`src/rtl/demux1x4_tdm.sv`:
```
// Time-division 1:4 demultiplexer: splits a slot-cycled sample stream back into a 4-slot parallel frame.
// Optional feature: define DEMUX_SYNC_CHECK_EN to resynchronise on a misaligned sof in RUN and pulse sync_err.
module demux1x4_tdm #(
  parameter int WIDTH = 1
) (
  input  logic               clk,
  input  logic               rst,
  input  logic [WIDTH-1:0]   din,
  input  logic               din_valid,
  input  logic               sof,
  output logic [4*WIDTH-1:0] d,
  output logic               frame_valid,
  output logic [1:0]         slot,
  output logic [7:0]         frames,
  output logic               sync_err,
  output logic               dbg_state
);

  typedef enum logic {
    IDLE = 1'b0,
    RUN  = 1'b1
  } state_t;

  state_t             state_q, state_d;
  logic [1:0]         slot_q, slot_d;
  logic [WIDTH-1:0]   sh0_q, sh0_d;
  logic [WIDTH-1:0]   sh1_q, sh1_d;
  logic [WIDTH-1:0]   sh2_q, sh2_d;
  logic [4*WIDTH-1:0] d_q, d_d;
  logic               fv_q, fv_d;
  logic [7:0]         frames_q, frames_d;
  logic               se_q, se_d;
  logic               resync;

`ifdef DEMUX_SYNC_CHECK_EN
  assign resync = sof && (slot_q != 2'd0);
`else
  // Without the check, framing in RUN relies solely on the slot counter.
  assign resync = 1'b0;
`endif

  always_comb begin
    state_d  = state_q;
    slot_d   = slot_q;
    sh0_d    = sh0_q;
    sh1_d    = sh1_q;
    sh2_d    = sh2_q;
    d_d      = d_q;
    fv_d     = 1'b0;
    frames_d = frames_q;
    se_d     = 1'b0;
    if (din_valid) begin
      if (state_q == IDLE) begin
        if (sof) begin
          sh0_d   = din;
          slot_d  = 2'd1;
          state_d = RUN;
        end
      end else if (resync) begin
        // Partial frame is dropped; this sample starts a new frame.
        se_d   = 1'b1;
        sh0_d  = din;
        slot_d = 2'd1;
      end else begin
        case (slot_q)
          2'd0: begin
            sh0_d  = din;
            slot_d = 2'd1;
          end
          2'd1: begin
            sh1_d  = din;
            slot_d = 2'd2;
          end
          2'd2: begin
            sh2_d  = din;
            slot_d = 2'd3;
          end
          default: begin
            d_d      = {din, sh2_q, sh1_q, sh0_q};
            fv_d     = 1'b1;
            frames_d = frames_q + 8'd1;
            slot_d   = 2'd0;
          end
        endcase
      end
    end
  end

  always_ff @(posedge clk) begin
    if (rst) begin
      state_q  <= IDLE;
      slot_q   <= 2'd0;
      sh0_q    <= '0;
      sh1_q    <= '0;
      sh2_q    <= '0;
      d_q      <= '0;
      fv_q     <= 1'b0;
      frames_q <= 8'd0;
      se_q     <= 1'b0;
    end else begin
      state_q  <= state_d;
      slot_q   <= slot_d;
      sh0_q    <= sh0_d;
      sh1_q    <= sh1_d;
      sh2_q    <= sh2_d;
      d_q      <= d_d;
      fv_q     <= fv_d;
      frames_q <= frames_d;
      se_q     <= se_d;
    end
  end

  assign d           = d_q;
  assign frame_valid = fv_q;
  assign slot        = slot_q;
  assign frames      = frames_q;
  assign sync_err    = se_q;
  assign dbg_state   = state_q;

endmodule
```
`config.mk`:
```
export PLATFORM = sky130hd
export DESIGN_NAME = demux1x4_tdm
export DESIGN_NICKNAME = d
export VERILOG_FILES = /design/src/rtl/demux1x4_tdm.sv
export SDC_FILE = /design/constraint.sdc
export NUM_CORES = 1
export LEC_CHECK = 0
export BUFFER_PORTS_ARGS = -buffer_cell sky130_fd_sc_hd__clkbuf_2
export CORE_MARGIN = 5
export CORE_UTILIZATION = 50
export DETAILED_ROUTE_END_ITERATION = 10
export HOLD_SLACK_MARGIN = 0.15
export MAX_ROUTING_LAYER = met4
export PLACE_DENSITY_LB_ADDON = 0.05
export SLEW_MARGIN = 15
export SYNTH_ARGS = -nofsm -noshare
export SYNTH_HDL_FRONTEND = slang
export SYNTH_SLANG_ARGS = --single-unit
```
`constraint.sdc`:
```
create_clock -name clk -period 1.85 [get_ports clk]
set_input_delay 0.37 -clock clk [delete_from_list [all_inputs] [get_ports clk]]
set_output_delay 0.37 -clock clk [all_outputs]
set_load 0.1 [all_outputs]
```
# [Word-level counts from Yosys, hierarchy flattened]
# Index checks and enable logic that the tools add are counted.
[totals] regBits=19 word_cells=33 output_inout_bits=17 inputBits=5
[op_classes] bitwise=3 n_addsub=1 n_eq_ne=3 n_reduce_logical=9 mux=9
[ops] operator="$reduce_and 3->1" n=4
[ops] operator="$add 8x1->8 const B" n=1
[ops] operator="$mux 1" n=6
[ops] operator="$pmux 2 s3" n=1
[ops] operator="$reduce_or 3->1" n=2
[ops] operator="$mux 2" n=2
[ops] operator="$not 1->1" n=3
[ops] operator="$eq 2x1->1 const B" n=1
[ops] operator="$eq 2x2->1 const B" n=1
[ops] operator="$logic_not 2->1" n=1
[ops] operator="$ne 2x1->1 const B" n=1
[ops] operator="$reduce_and 2->1" n=1
[ops] operator="$reduce_bool 2->1" n=1

# [Longest topological paths before layout]
# Gate-level depths: netlist of the first run.
[logic_depth] word_depth=4 ltp_mapped=5 depth_no_buf=5

# [Worst setup path after synthesis of the first run]
# Ideal clock, no wire load.
[synth_timing] kind="flip-flop to flip-flop" from="reg slot_q[0], in the netlist slot[0]" to="reg frames_q[5], in the netlist frames[5]" synth_period_minus_slack_ps=2253 path_slack_ps=-403 t_arrival_ps=2182 path_buffers=0 t_required_ps=1780 setup_ps=70 path_stages_with_launch=5 path_cell_list="dfxtp_1 > ha_1 > nand2_1 > or4_1 > a21oi_1"
[synth_between] elab_chain_cells=4 elab_cells_between_ends=6 classes_between="eq/ne: 2; bitwise: 1; reduce/logical: 3"
[synth_rtl] item="from (decl)" line="25" rtl="logic [1:0] slot_q, slot_d;"
[synth_rtl] item="from (signal assigned)" line="102" rtl="slot_q <= slot_d;"
[synth_rtl] item="$eq 2x2->1 (tied with other cells)" line="65" rtl="case (slot_q)"
[synth_rtl] item="$reduce_or 3->1 (no line) (*)"
[synth_rtl] item="$not 1->1 (no line) (*)"
[synth_rtl] item="$reduce_and 3->1 (no line) (*)"
[synth_rtl] item="to (signal assigned)" line="108" rtl="frames_q <= frames_d;"
[synth_rtl] item="to (decl)" line="31" rtl="logic [7:0] frames_q, frames_d;"
# Every way passes the cells marked *; elsewhere a longest branch is shown, timed or not.
# A chain may end at the register's enable or synchronous reset.

# [Worst setup path after layout of the first run]
[layout_timing] from="reg state_q, in the netlist dbg_state" to="out dbg_state"
[layout_rtl] item="from (decl)" line="24" rtl="state_t state_q, state_d;"
[layout_rtl] item="from (signal assigned)" line="101" rtl="state_q <= state_d;"
[layout_rtl] item="to (decl)" line="16" rtl="output logic dbg_state"
# No word-level cell between the ends.

==> results of run 1 <==
cell usage after synthesis, drive strengths merged, types with 2 or more instances:
cell    number
mux2i        2
ha           5
or4          3
buf          3
or3          2
o21ai        3
dfxtp       19
a21oi       12
o31ai        3
nand3        6
nand2       13
nor2         7
clkbuf       3
inv          2
nand4        3
area by class of cell:
type | count | area [µm²] | area share
Sequential cell | 19 | 390.4 | 0.4036
Clock buffer | 4 | 26.28 | 0.02717
Inverter | 2 | 7.507 | 0.007762
Timing Repair Buffer | 20 | 100.1 | 0.1035
Tap cell | 16 | 20.02 | 0.02070
Multi-Input combinational cell | 68 | 422.9 | 0.4373
path summary, 6_finish.rpt:
check	end	slack, ns	startpoint	cells past startpoint
max reg2reg	frames[5]	0.30	slot[0]	4
min reg2reg	d[2]	0.46	sh2_q	2
max	dbg_state	0.19	dbg_state	1
min	dbg_state	0.33	sof	3
cell families (layout without fill, tap and decap cells):
group                    count (synthesis)  after routing  synth area share
AO/OA/AOI/OAI                           21             21            0.1460
XOR/XNOR                                 2              2           0.02065
adder cells (fa/ha/maj)                  5              5           0.07375
buffers and inverters                    8             26           0.05309
flip-flops                              19             19            0.4484
multiplexers                             3              3           0.03687
other                                    1              1          0.004421
AND/OR/NAND/NOR                         36             36            0.2168
metrics by stage:
stage,utilization,area [µm²],instances,worst slack [ns]
after detailed placement,0.6035,940.9,125,0.2880
after global routing,0.6204,967.2,129,0.1485
final,0.6204,967.2,129,0.1928
after CTS,0.6204,967.2,129,0.1905
after floorplan,-,858.3,95,0.003502
after global placement,0.6035,940.9,125,0.3249
where the power goes:
group	internal, mW	switching [mW]
Sequential	0.414	0.00911
Clock	0.0841	0.128
Combinational	0.0157	0.0576
registers in the layout (all words and copies together) (netlist names):
register and cells:
frames 8, d 4, slot 2, dbg_state 1
frame_valid 1, sh0_q 1, sh1_q 1, sh2_q 1
routing by layer:
| layer | vias up | global-route usage | wire length, µm |
|---|---|---|---|
| met5 | - | - | 0 |
| met4 | 0 | 0.04036 | 22 |
| met3 | 4 | 0.05814 | 115 |
| met2 | 18 | 0.2060 | 670 |
| met1 | 323 | 0.1762 | 809 |
| li1 | 367 | - | - |
==> results.cfg, run 1 <==
[run_status]
status = finished clean

[setup_path]
critPathTopFamily = buffers and inverters
max_stage_delay_ns = 0.50
cp_cell_sequence = clkbuf_2
path_max_fanout = 12
worst_ep_arrival_time_ns = 1.29
crit_buf_inv = 1
cp-start-kind = flip-flop
critPathCaptureType = output pin
cp_slowest_cell = clkbuf_2
crit_type = reg2out
crit_required_ns = 1.48

[sta]
worst_pin_slew_ns = 0.5443
hold_slack_ns = 0.3349
setup-tns-final_ns = 0
relSlewSlack = 0.6387
setup_viol = 0
rsz0062_at_grt = false
hold_viol = 0
drv_slew = 0
skew_ns = 0.007194
timing.final.crit_period_ns = 1.657
fmax_mhz = 603.4
period_share = 0.8958

[placement]
io_buffers = 20
hpwl_um = 1154
globalplace.congestion = 0.7240

[logic_synthesis]
async_flop_share = 0
synthTopCellsByArea = dfxtp_1 (45%), ha_1 (7.4%), a21oi_1 (7.1%), nand2_1 (5.8%), nor2_1 (3.1%)
synth_area_leader_cell = dfxtp_1
synth_warnings = 0
synth_fp_nets = 105
synthFlopType = dfxtp_1
netlist_instances = 95
synth-edff-count = 0
synth_area_per_cell_um2 = 8.930
synth_top_area_frac = 0.4484
ys_types = 26
synth-seq-cells = 19
netlist_area_um2 = 848.3
yosysSeqAreaShare = 0.4484

[cells_and_area]
layout_commonest_cell = clkbuf_2
nNetsFinal = 124
mostFrequentLayoutCells = clkbuf_2 (20), nand2_1 (13), dfxtp_1 (13)
areaGrowthSynthToFinish_pct = 14.01
nFillCells = 144
antennaDiodeCount = 0
drive_above_1_share = 0.2832

[floorplan]
die_h_um = 51.19
die_w_um = 51.19
core_um2 = 1559
start_util = 0.5441
top_level_ports = 22
num_rows = 14
dieArea_um2 = 2620

[clocking]
cts-htree-levels = 1
cts_tree = built
cts-root-buf = clkbuf_4
ctsHoldBuffers = 0
cts_resized = 0
clk_pin_slew_ns = 0.11
cts_buffers = 3
post-cts-setup-buffers = 0
cts.sinks = 19
clk_path_buf_depth = 2
worstSkewPairLatency_ns = 0.30

[power]
powerDensity_nw_per_um2 = 732.7
peakVddDrop_v = 0.0004843
leakagePower_nw = 0.3948
finalPower_uw = 708.7

[detailed_routing]
detail_route.iter0.violations = 5
post_drt_wl_per_cell_um = 12.53
antenna_left = 0
vias = 712
drcViolationCount = 0
vias_per_cell = 5.519
drt_pass1_iterations = 4
routed_wl_um = 1617

[grt]
grt_antenna_before_repair = 0
grt_max_degree = 20
grt_pass1_wl_um = 2691
grt_usage = 0.1404
gr-total-overflow = 0
first_global_vias = 623

[worst_hold_path]
min_path_type = in2reg

[job]
cap_viol_max_count = 0
Power figures use the tool's default switching activity.
==> run 2: changes to the inputs <==
--- a/config.mk
+++ b/config.mk
@@ -5,7 +5,7 @@
 export SDC_FILE = /design/constraint.sdc
 export NUM_CORES = 1
 export LEC_CHECK = 0
-export BUFFER_PORTS_ARGS = -buffer_cell sky130_fd_sc_hd__clkbuf_2
+export BUFFER_PORTS_ARGS = -buffer_cell sky130_fd_sc_hd__buf_2
 export CORE_MARGIN = 5
 export CORE_UTILIZATION = 50
 export DETAILED_ROUTE_END_ITERATION = 10
==> results.cfg, run 2 (same netlist as run 1, synthesis figures left out) <==
[run_status]
status = finished clean

[sta]
timing.final.crit_period_ns = 1.627
hold_viol = 0
period_share = 0.8794
hold_slack_ns = 0.3315
rsz0062_at_grt = false
skew_ns = 0.003655
setup-tns-final_ns = 0
fmax_mhz = 614.7
drv_slew = 0
setup_viol = 0

[setup_path]
reg2regPathDepth = 4
crit_required_ns = 1.48
max_stage_delay_ns = 0.48
crit_type = reg2out
cp_cell_sequence = buf_2
critPathCaptureType = output pin
critPathTopFamily = flip-flops
cp-start-kind = flip-flop
regToRegSetupSlack_ns = 0.33
r2r_start = slot[0]
path_max_fanout = 12
setup.worst_path.end = dbg_state
timing.rr.end = frames[5]
startpoint = dbg_state
cp_num_cells = 1
worst_ep_arrival_time_ns = 1.26
crit_buf_inv = 1
cp_slowest_cell = dfxtp_2

[cells_and_area]
drive_above_1_share = 0.2832
antennaDiodeCount = 0
mostFrequentLayoutCells = buf_2 (20), nand2_1 (13), dfxtp_1 (13)
layout.area.seq_um2 = 390.4
nNetsFinal = 124
areaGrowthSynthToFinish_pct = 14.01
nFillCells = 136
fin_cells = 129
largest_reg_flops = 8
multi_input_area_um2 = 422.9
finish.utilization = 0.6204
layout_commonest_cell = buf_2

[power]
leakagePower_nw = 0.4082
finalPower_uw = 706.8
powerDensity_nw_per_um2 = 730.8
peakVddDrop_v = 0.0005180

[detailed_routing]
detail_route.iter0.violations = 15
vias_per_cell = 5.589
routed_wl_um = 1695
antenna_left = 0
drt_pass1_iterations = 2
post_drt_wl_per_cell_um = 13.14
drcViolationCount = 0
vias = 721

[job]
cap_viol_max_count = 0

[placement]
dp.cells = 125
io_buffers = 20
globalplace.congestion = 0.7555
hpwl_um = 1241

[grt]
grt_usage = 0.1483
first_global_vias = 639
grt_max_degree = 20
grt_pass1_wl_um = 2780
gr-total-overflow = 0
grt_antenna_before_repair = 0

[floorplan]
die_h_um = 51.19
num_rows = 14
dieArea_um2 = 2620
core_um2 = 1559
top_level_ports = 22
start_util = 0.5441
die_w_um = 51.19

[clocking]
cts-root-buf = clkbuf_4
cts_tree = built
cts.sinks = 19
ctsHoldBuffers = 0
cts_buffers = 3
cts_resized = 0
cts-htree-levels = 1
clk_path_buf_depth = 2
worstSkewPairLatency_ns = 0.30
clk_pin_slew_ns = 0.10
post-cts-setup-buffers = 0

[worst_hold_path]
min_path_type = in2reg
[run 2: metrics by stage]
step | worst slack [ns] | instance area (µm²)
6_report | 0.2231 | 967.2
5_1_grt | 0.1691 | 967.2
4_1_cts | 0.2169 | 967.2
3_5_place_dp | 0.3089 | 940.9
3_3_place_gp | 0.3260 | 940.9
2_1_floorplan | 0.003502 | 858.3
[run 2: power by group]
| group | switching (mW) | internal (mW) | total (mW) |
|---|---|---|---|
| Clock | 0.125 | 0.0841 | 0.209 |
| Combinational | 0.0582 | 0.0160 | 0.0742 |
| Sequential | 0.00888 | 0.414 | 0.423 |
| Total | 0.192 | 0.514 | 0.707 |
[run 2: area by class of cell]
class	count	area share
clock buffer	4	0.02717
inverter	2	0.007762
multi-input combinational	68	0.4373
sequential	19	0.4036
tap	16	0.02070
timing repair buffer	20	0.1035
[run 2: how the worst min path moves through the flow]
stage,startpoint,endpoint,cells after the start
2_1_floorplan,sh0_q,d[0],2
3_3_place_gp,sh0_q,d[0],2
3_5_place_dp,d[2],d[2],2
4_1_cts,sof,dbg_state,3
5_1_grt,sof,dbg_state,3
6_report,sof,dbg_state,3
[run 2: per-layer routing]
| layer | wire length (µm) | track usage |
|---|---|---|
| met5 | 0 | - |
| met3 | 96 | 0.04070 |
| met1 | 808 | 0.1646 |
| met2 | 759 | 0.2339 |
| met4 | 30 | 0.09417 |
